--- config.mk ---
export PLATFORM = sky130hd
export DESIGN_NAME = uart_tx_fifo
export DESIGN_NICKNAME = d
export VERILOG_FILES = /design/src/rtl/uart_tx_fifo.sv
export SDC_FILE = /design/constraint.sdc
export NUM_CORES = 1
export LEC_CHECK = 0
export ABC_AREA = 1
export CORE_AREA = 5 5 140 89
export CTS_CLUSTER_SIZE = 20
export DETAILED_ROUTE_END_ITERATION = 10
export DIE_AREA = 0 0 145 94
export DONT_BUFFER_PORTS = 1
export PLACE_DENSITY = 0.53
export SLEW_MARGIN = 20
export SYNTH_ARGS = -nofsm -noshare
export SYNTH_HDL_FRONTEND = slang
export SYNTH_SLANG_ARGS = --single-unit
export TNS_END_PERCENT = 20
--- constraint.sdc ---
create_clock -name clk -period 2.1 [get_ports clk]
set_input_delay 0.42 -clock clk [delete_from_list [all_inputs] [get_ports clk]]
set_output_delay 0.42 -clock clk [all_outputs]
set_load 0.005 [all_outputs]
--- src/rtl/uart_tx_fifo.sv ---
// 8N1 UART transmitter with a 4-entry byte FIFO and valid/ready upload port.
// The serial line and busy flag are registered, so both lag the FSM state by one clock.
module uart_tx_fifo #(
    parameter int CLK_DIV    = 5208,
    parameter int FIFO_DEPTH = 4
) (
    input  logic       clk,
    input  logic       rst_n,
    input  logic [7:0] tx_data,
    input  logic       tx_valid,
    output logic       tx_ready,
    output logic       tx_busy,
    output logic       rs232_tx
);

    typedef enum logic [1:0] {IDLE, START, DATA, STOP} state_t;

    localparam logic [12:0] CNT_LAST   = 13'(CLK_DIV - 1);
    localparam logic [2:0]  COUNT_FULL = 3'(FIFO_DEPTH);

    logic [7:0]  mem [4];
    logic [1:0]  wr_ptr;
    logic [1:0]  rd_ptr;
    logic [2:0]  count;
    logic        push;
    logic        pop;

    state_t      state;
    state_t      state_nx;
    logic [12:0] cnt;
    logic [12:0] cnt_nx;
    logic [2:0]  bit_idx;
    logic [2:0]  bit_idx_nx;
    logic [7:0]  shift;
    logic [7:0]  shift_nx;
    logic        line_nx;
    logic        bit_end;

    assign tx_ready = (count != COUNT_FULL);
    assign push     = tx_valid && tx_ready;
    assign bit_end  = (cnt == CNT_LAST);

    always_ff @(posedge clk) begin
        if (push) begin
            mem[wr_ptr] <= tx_data;
        end
    end

    always_ff @(posedge clk or negedge rst_n) begin
        if (!rst_n) begin
            wr_ptr <= 2'd0;
            rd_ptr <= 2'd0;
            count  <= 3'd0;
        end else begin
            if (push) begin
                wr_ptr <= wr_ptr + 2'd1;
            end
            if (pop) begin
                rd_ptr <= rd_ptr + 2'd1;
            end
            case ({push, pop})
                2'b10:   count <= count + 3'd1;
                2'b01:   count <= count - 3'd1;
                default: count <= count;
            endcase
        end
    end

    always_ff @(posedge clk or negedge rst_n) begin
        if (!rst_n) begin
            state    <= IDLE;
            cnt      <= 13'd0;
            bit_idx  <= 3'd0;
            shift    <= 8'd0;
            rs232_tx <= 1'b1;
            tx_busy  <= 1'b0;
        end else begin
            state    <= state_nx;
            cnt      <= cnt_nx;
            bit_idx  <= bit_idx_nx;
            shift    <= shift_nx;
            rs232_tx <= line_nx;
            tx_busy  <= (state != IDLE) || (count != 3'd0);
        end
    end

    always_comb begin
        state_nx   = state;
        cnt_nx     = cnt;
        bit_idx_nx = bit_idx;
        shift_nx   = shift;
        pop        = 1'b0;
        line_nx    = 1'b1;
        case (state)
            IDLE: begin
                cnt_nx = 13'd0;
                if (count != 3'd0) begin
                    pop      = 1'b1;
                    shift_nx = mem[rd_ptr];
                    state_nx = START;
                end
            end
            START: begin
                line_nx = 1'b0;
                cnt_nx  = bit_end ? 13'd0 : cnt + 13'd1;
                if (bit_end) begin
                    bit_idx_nx = 3'd0;
                    state_nx   = DATA;
                end
            end
            DATA: begin
                line_nx = shift[0];
                cnt_nx  = bit_end ? 13'd0 : cnt + 13'd1;
                if (bit_end) begin
                    shift_nx   = {1'b0, shift[7:1]};
                    bit_idx_nx = bit_idx + 3'd1;
                    if (bit_idx == 3'd7) begin
                        state_nx = STOP;
                    end
                end
            end
            STOP: begin
                cnt_nx = bit_end ? 13'd0 : cnt + 13'd1;
                if (bit_end) begin
                    state_nx = IDLE;
                end
            end
            default: state_nx = IDLE;
        endcase
    end

endmodule

======== Word-level counts from Yosys, hierarchy flattened ========
Memory sizes are Yosys's and may differ from the RTL's.
Index checks and enable logic that the tools add are counted.
operators by class
  add/sub/neg operators ................... 6
  eq/ne operators ......................... 13
  muxes and demuxes ....................... 20
  reductions and logical operators ........ 12
operator list
  kind                                               number
  one-hot mux 13 bit (2 select lines)                1
  two-way mux 8 bit                                  2
  one-hot mux 8 bit (2 select lines)                 1
  adder 13 x 1 -> 13 bit (second input constant)     1
  == test 13 bit (second input constant)             1
  two-way mux 13 bit                                 1
  one-hot mux 3 bit (2 select lines)                 2
  two-way mux 2 bit                                  5
  != test 2 bit (second input constant)              5
  one-hot mux 2 bit (4 select lines)                 1
  nonzero test 2 bit                                 4
  adder 3 x 1 -> 3 bit (second input constant)       2
  == test 2 bit (second input constant)              3
  two-way mux 3 bit                                  2
  AND reduction 3 bit                                2
  AND reduction 5 bit                                1
  adder 2 x 1 -> 2 bit (second input constant)       2
  == test 2 x 1 -> 1 bit (second input constant)     2
  two-way mux 1 bit                                  4
  == test 3 bit (second input constant)              1
  != test 3 bit (second input constant)              1
  nonzero test 3 bit                                 1
  OR reduction 3 bit                                 1
  subtractor 3 x 1 -> 3 bit (second input constant)  1
  4 further kinds                                    4
word-level totals
  register bits ........................... 35
  bits in writable memories ............... 32
  input bits .............................. 11
  output and inout bits ................... 3
  word-level logic and storage cells ...... 61
  memories kept ........................... 1
memory list
  memory  words  width  rd ports  clocked after Yosys merged registers in  wr ports  line  source
  mem     4      8      1         0                                        1         21    logic [7:0] mem [4];

======== Longest topological paths before layout ========
  depth after elaboration ................. 5
  gate-level depth with buffers ........... 10
  depth with buffers taken out ............ 10

======== Least setup slack after synthesis ========
OpenSTA, ideal clock, no wires.
  path kind ............................... register to register
  start ................................... register count[1]
  end ..................................... register count[2]
  setup time .............................. 0.131 ns
  arrival time ............................ 1.753 ns
  data required time ...................... 1.969 ns
  setup slack ............................. 0.216 ns
  stages on the path, launching flop included .. 10
  path buffers ............................ 0
  period minus slack after synthesis ...... 1.884 ns
  path through ............................ dfrtp_1 > inv_1 > nand3_1 > nand2_1 > ha_1 > inv_1 > fa_1 > a21oi_1 > o21ai_0 > xor2_1
on the way
  elaborated cells on any way between the ends .. 11
  classes of those cells .................. add/sub (2); eq/ne (3); mux (3); reduce/logical (3)
RTL lines
  what                                                                             line  source
  from (decl)                                                                      24    logic [2:0] count;
  from (signal assigned)                                                           62    2'b10: count <= count + 3'd1;
  from (signal assigned)                                                           63    2'b01: count <= count - 3'd1;
  from (signal assigned)                                                           64    default: count <= count;
  != test 3 bit (*)                                                                39    assign tx_ready = (count != COUNT_FULL);
  named net tx_ready                                                               11    output logic tx_ready,
  logical AND 1 bit (*)                                                            40    assign push = tx_valid && tx_ready;
  == test 2 x 1 -> 1 bit / == test 2 bit (equally long branches)                   61    case ({push, pop})
  one-hot mux 3 bit (2 select lines) / nonzero test 2 bit (equally long branches)  -
The timed path passes the listed nets; every way through them passes the cells marked *.
A chain may end at the register's enable or synchronous reset.

======== Worst setup path in the final report ========
  start ................................... register state[0]
  end ..................................... register count[2]
on the way
  longest elaborated chain between the ends .. 4
  elaborated cells on any way between the ends .. 6
  classes of those cells .................. eq/ne (2); mux (2); reduce/logical (2)
RTL lines
  what                                                                             line  source
  from (decl)                                                                      28    state_t state;
  from (signal assigned)                                                           78    state <= state_nx;
  zero test 2 bit (*)                                                              94    case (state)
  two-way mux 1 bit (*)                                                            94
  named net pop                                                                    26    logic pop;
  == test 2 x 1 -> 1 bit / == test 2 bit (equally long branches)                   61
  one-hot mux 3 bit (2 select lines) / nonzero test 2 bit (equally long branches)  -
Marked as above.

==> metrics.txt <==
DRT antenna net count 0; first-pass GRT wire length 10.7 mm; Most used DFF post-synth dfrtp_1; CP startpoint state[0]; share of cells above drive strength 1 16.9%; total iterations of the first detailed-routing run 5; vias in the first global route 2,012; Final Slew Violations 0; Pleak 1.62 nW; Async S/R FF share, synth 52.2%; HPWL after DPL 4.46 mm; worst r2r src state[0]; Max Root-Sink Buffers 2; DIE AREA 0.0136 sq mm; CTS Buf Count 9; DRC viols 0; clk_lat worst skew 0.33 ns; drt via density 4.44; Slew @ Worst Pin 0.444 ns; Yosys reg bits 67; Layout area overhead 16.5%; WP data required 2.31 ns; Slew headroom 70.4%; clock period minus worst slack 1.97 ns; Crit. End Element flip-flop; Starting Density 29.2%; Final nets 369; Fillers 1,120; Net Count, Synth 353; clk sink count 67; IO Port Bufs 0; EDFF count, synth 32; post-CTS setup repair buffer count 0; CORE AREA 0.0110 sq mm; Root Buffer clkbuf_16; synth unique cells 36; status finished, final reports clean; CP arrival 2.18 ns; Vias 2,191; power density over the cells 939 mW/mm^2; CTS tree yes; Die H 94 um; H-tree levels 3; Die X 145 um; worst hold start tx_data[4]; RSZ-0062 raised after global routing false; CP Class reg -> reg; setup ws final 0.128 ns; Clock transition at path regs 0.06 ns; Highest Clock Rate 507 MHz; DR iter-0 viols 180; ANT cells 0; Worst path slowest cell dfrtp_1; # IOs 14; Period Utilization, post-route 93.9%; GPL Wtd Cong 0.747; sequential element share of the synthesized area 57.2%; largest net degree at the start of global routing 36; Avg WL per Cell 13.2 um; final wirelength 6.49 mm; synth warn 0; Worst path max stage delay 0.42 ns; Mapped Cells 328; total congestion overflow 0; Critical Path, Cell by Cell inv_2, ha_1, nand2_1, inv_1, ha_1, inv_1, fa_1, a21oi_1, o21ai_0, xor2_1; Startpoint Class flip-flop; pre-CTS setup slack 0.115 ns; initial antenna violation count 0; hold crit path type in -> reg; Worst Skew 0.00696 ns; Cell Area, Synth 0.00321 sq mm; Final Hold Viols 0; GRT Total Usage 10.2%; CP max FO 4; Cell Rows 30; worst vdd ir 0.374 mV; Avg Cell Area, Syn 9.80 sq um; Setup-failing EPs final 0; setup TNS 0 ns; MaxCap Viol Count 0
## cell families (layout without fill, tap and decap cells)
kind of cell             after synthesis  after routing  share of synthesized area [%]
AND/OR/NAND/NOR                      185            185                           27.8
flip-flops                            67             67                           57.2
buffers and inverters                 41             62                           5.41
AO/OA/AOI/OAI                         16             16                           2.57
adder cells (fa/ha/maj)               14             14                           5.69
XOR/XNOR                               5              5                           1.36
## stage by stage
stage	instances	hold slack [ns]	util, %	instance area [sq um]	power [W]
after floorplan	328	0.124	-	3210	0.00191
after global placement	475	0.126	31.1	3420	0.00204
after detailed placement	475	0.127	31.1	3420	0.00206
after CTS	493	0.159	34.1	3740	0.00359
after global routing	493	0.154	34.1	3740	0.00372
final	493	0.182	34.1	3740	0.00352
## flip-flops by register name, indices dropped and copies added (netlist names)
signal,count
bit_idx,3
cnt,13
count,3
mem,32
rd_ptr,2
rs232_tx,1
shift,8
state,2
tx_busy,1
wr_ptr,2
## final timing paths
check / endpoint / slack (ns) / cells after the start
hold / removal: mem[2][4] / 0.18 / 0
setup reg to reg: count[2] / 0.13 / 10
min in group asynchronous: cnt[12] / 0.53 / 2
max in group asynchronous: rs232_tx / 1.31 / 2
hold reg to reg: cnt[0] / 0.47 / 1
setup / recovery: count[2] / 0.13 / 10
## report_power, final
| part | switching (W) | leakage (nW) | internal, W | total, W |
|---|---|---|---|---|
| Sequential | 0.0000554 | 0.723 | 0.00156 | 0.00162 |
| Combinational | 0.000266 | 0.767 | 0.000159 | 0.000424 |
| Clock | 0.000562 | 0.133 | 0.000911 | 0.00147 |
## layer usage
layer  vias up  wire length [um]  GRT usage (%)
li1       1109                 -              -
met1      1041              3350           13.9
met2        41              2870           13.7
met3         0               282           4.87
met4         0                 0           4.23
met5         -                 0              0
## cell usage after synthesis, types with 3 or more instances
| cell | n | share of area, % |
|---|---|---|
| a21oi_1 | 5 | 0.78 |
| dfrtp_1 | 34 | 26 |
| edfxtp_1 | 32 | 30 |
| ha_1 | 13 | 5.1 |
| inv_1 | 23 | 2.7 |
| inv_2 | 11 | 1.3 |
| nand2_1 | 93 | 11 |
| nand2_2 | 5 | 0.97 |
| nand3_1 | 37 | 5.8 |
| nand4_1 | 3 | 0.58 |
| nor2_1 | 24 | 2.8 |
| nor2_2 | 3 | 0.58 |
| nor3_1 | 5 | 0.78 |
| o21ai_0 | 4 | 0.62 |
| o21ai_1 | 5 | 0.78 |
| xor2_1 | 4 | 1.1 |
## layout by cell type, fill, tap and decap left out, types with 2 or more instances in the layout
| cell type | n |
|---|---|
| a21oi_1 | 5 |
| a31oi_1 | 2 |
| buf_4 | 9 |
| clkbuf_16 | 9 |
| clkinv_1 | 2 |
| clkinvlp_4 | 3 |
| dfrtp_1 | 34 |
| edfxtp_1 | 32 |
| ha_1 | 13 |
| inv_1 | 21 |
| inv_2 | 13 |
| nand2_1 | 93 |
| nand2_2 | 5 |
| nand2_4 | 2 |
| nand3_1 | 37 |
| nand3_2 | 2 |
| nand4_1 | 3 |
| nor2_1 | 24 |
| nor2_2 | 3 |
| nor2_4 | 2 |
| nor3_1 | 5 |
| nor3_4 | 2 |
| o21ai_0 | 4 |
| o21ai_1 | 5 |
| xor2_1 | 4 |
## worst max-delay path, delay by kind of cell (launching register included)
family                   cells  cell delay (ns)
AO/OA/AOI/OAI                2             0.27
XOR/XNOR                     1             0.16
adder cells (fa/ha/maj)      3             0.68
buffers and inverters        3             0.26
flip-flops                   1             0.42
AND/OR/NAND/NOR              1             0.07
## repair_timing
item,4_1_cts,5_1_grt
hold buffers,2,0
resized for setup,0,2
endpoints found under the hold margin,35,0
setup endpoints to repair,0,1
## cell type report
class	count	area [sq um]	area share, %
multi-input cells	220	1200	32.1
repair buffers	11	97.6	2.61
inverters	35	134	3.57
flip-flops and latches	67	1840	49.1
clock buffers	9	225	6.01
well taps	144	180	4.81
clock inverters	7	68.8	1.84
(Power assumes the default switching activity.)
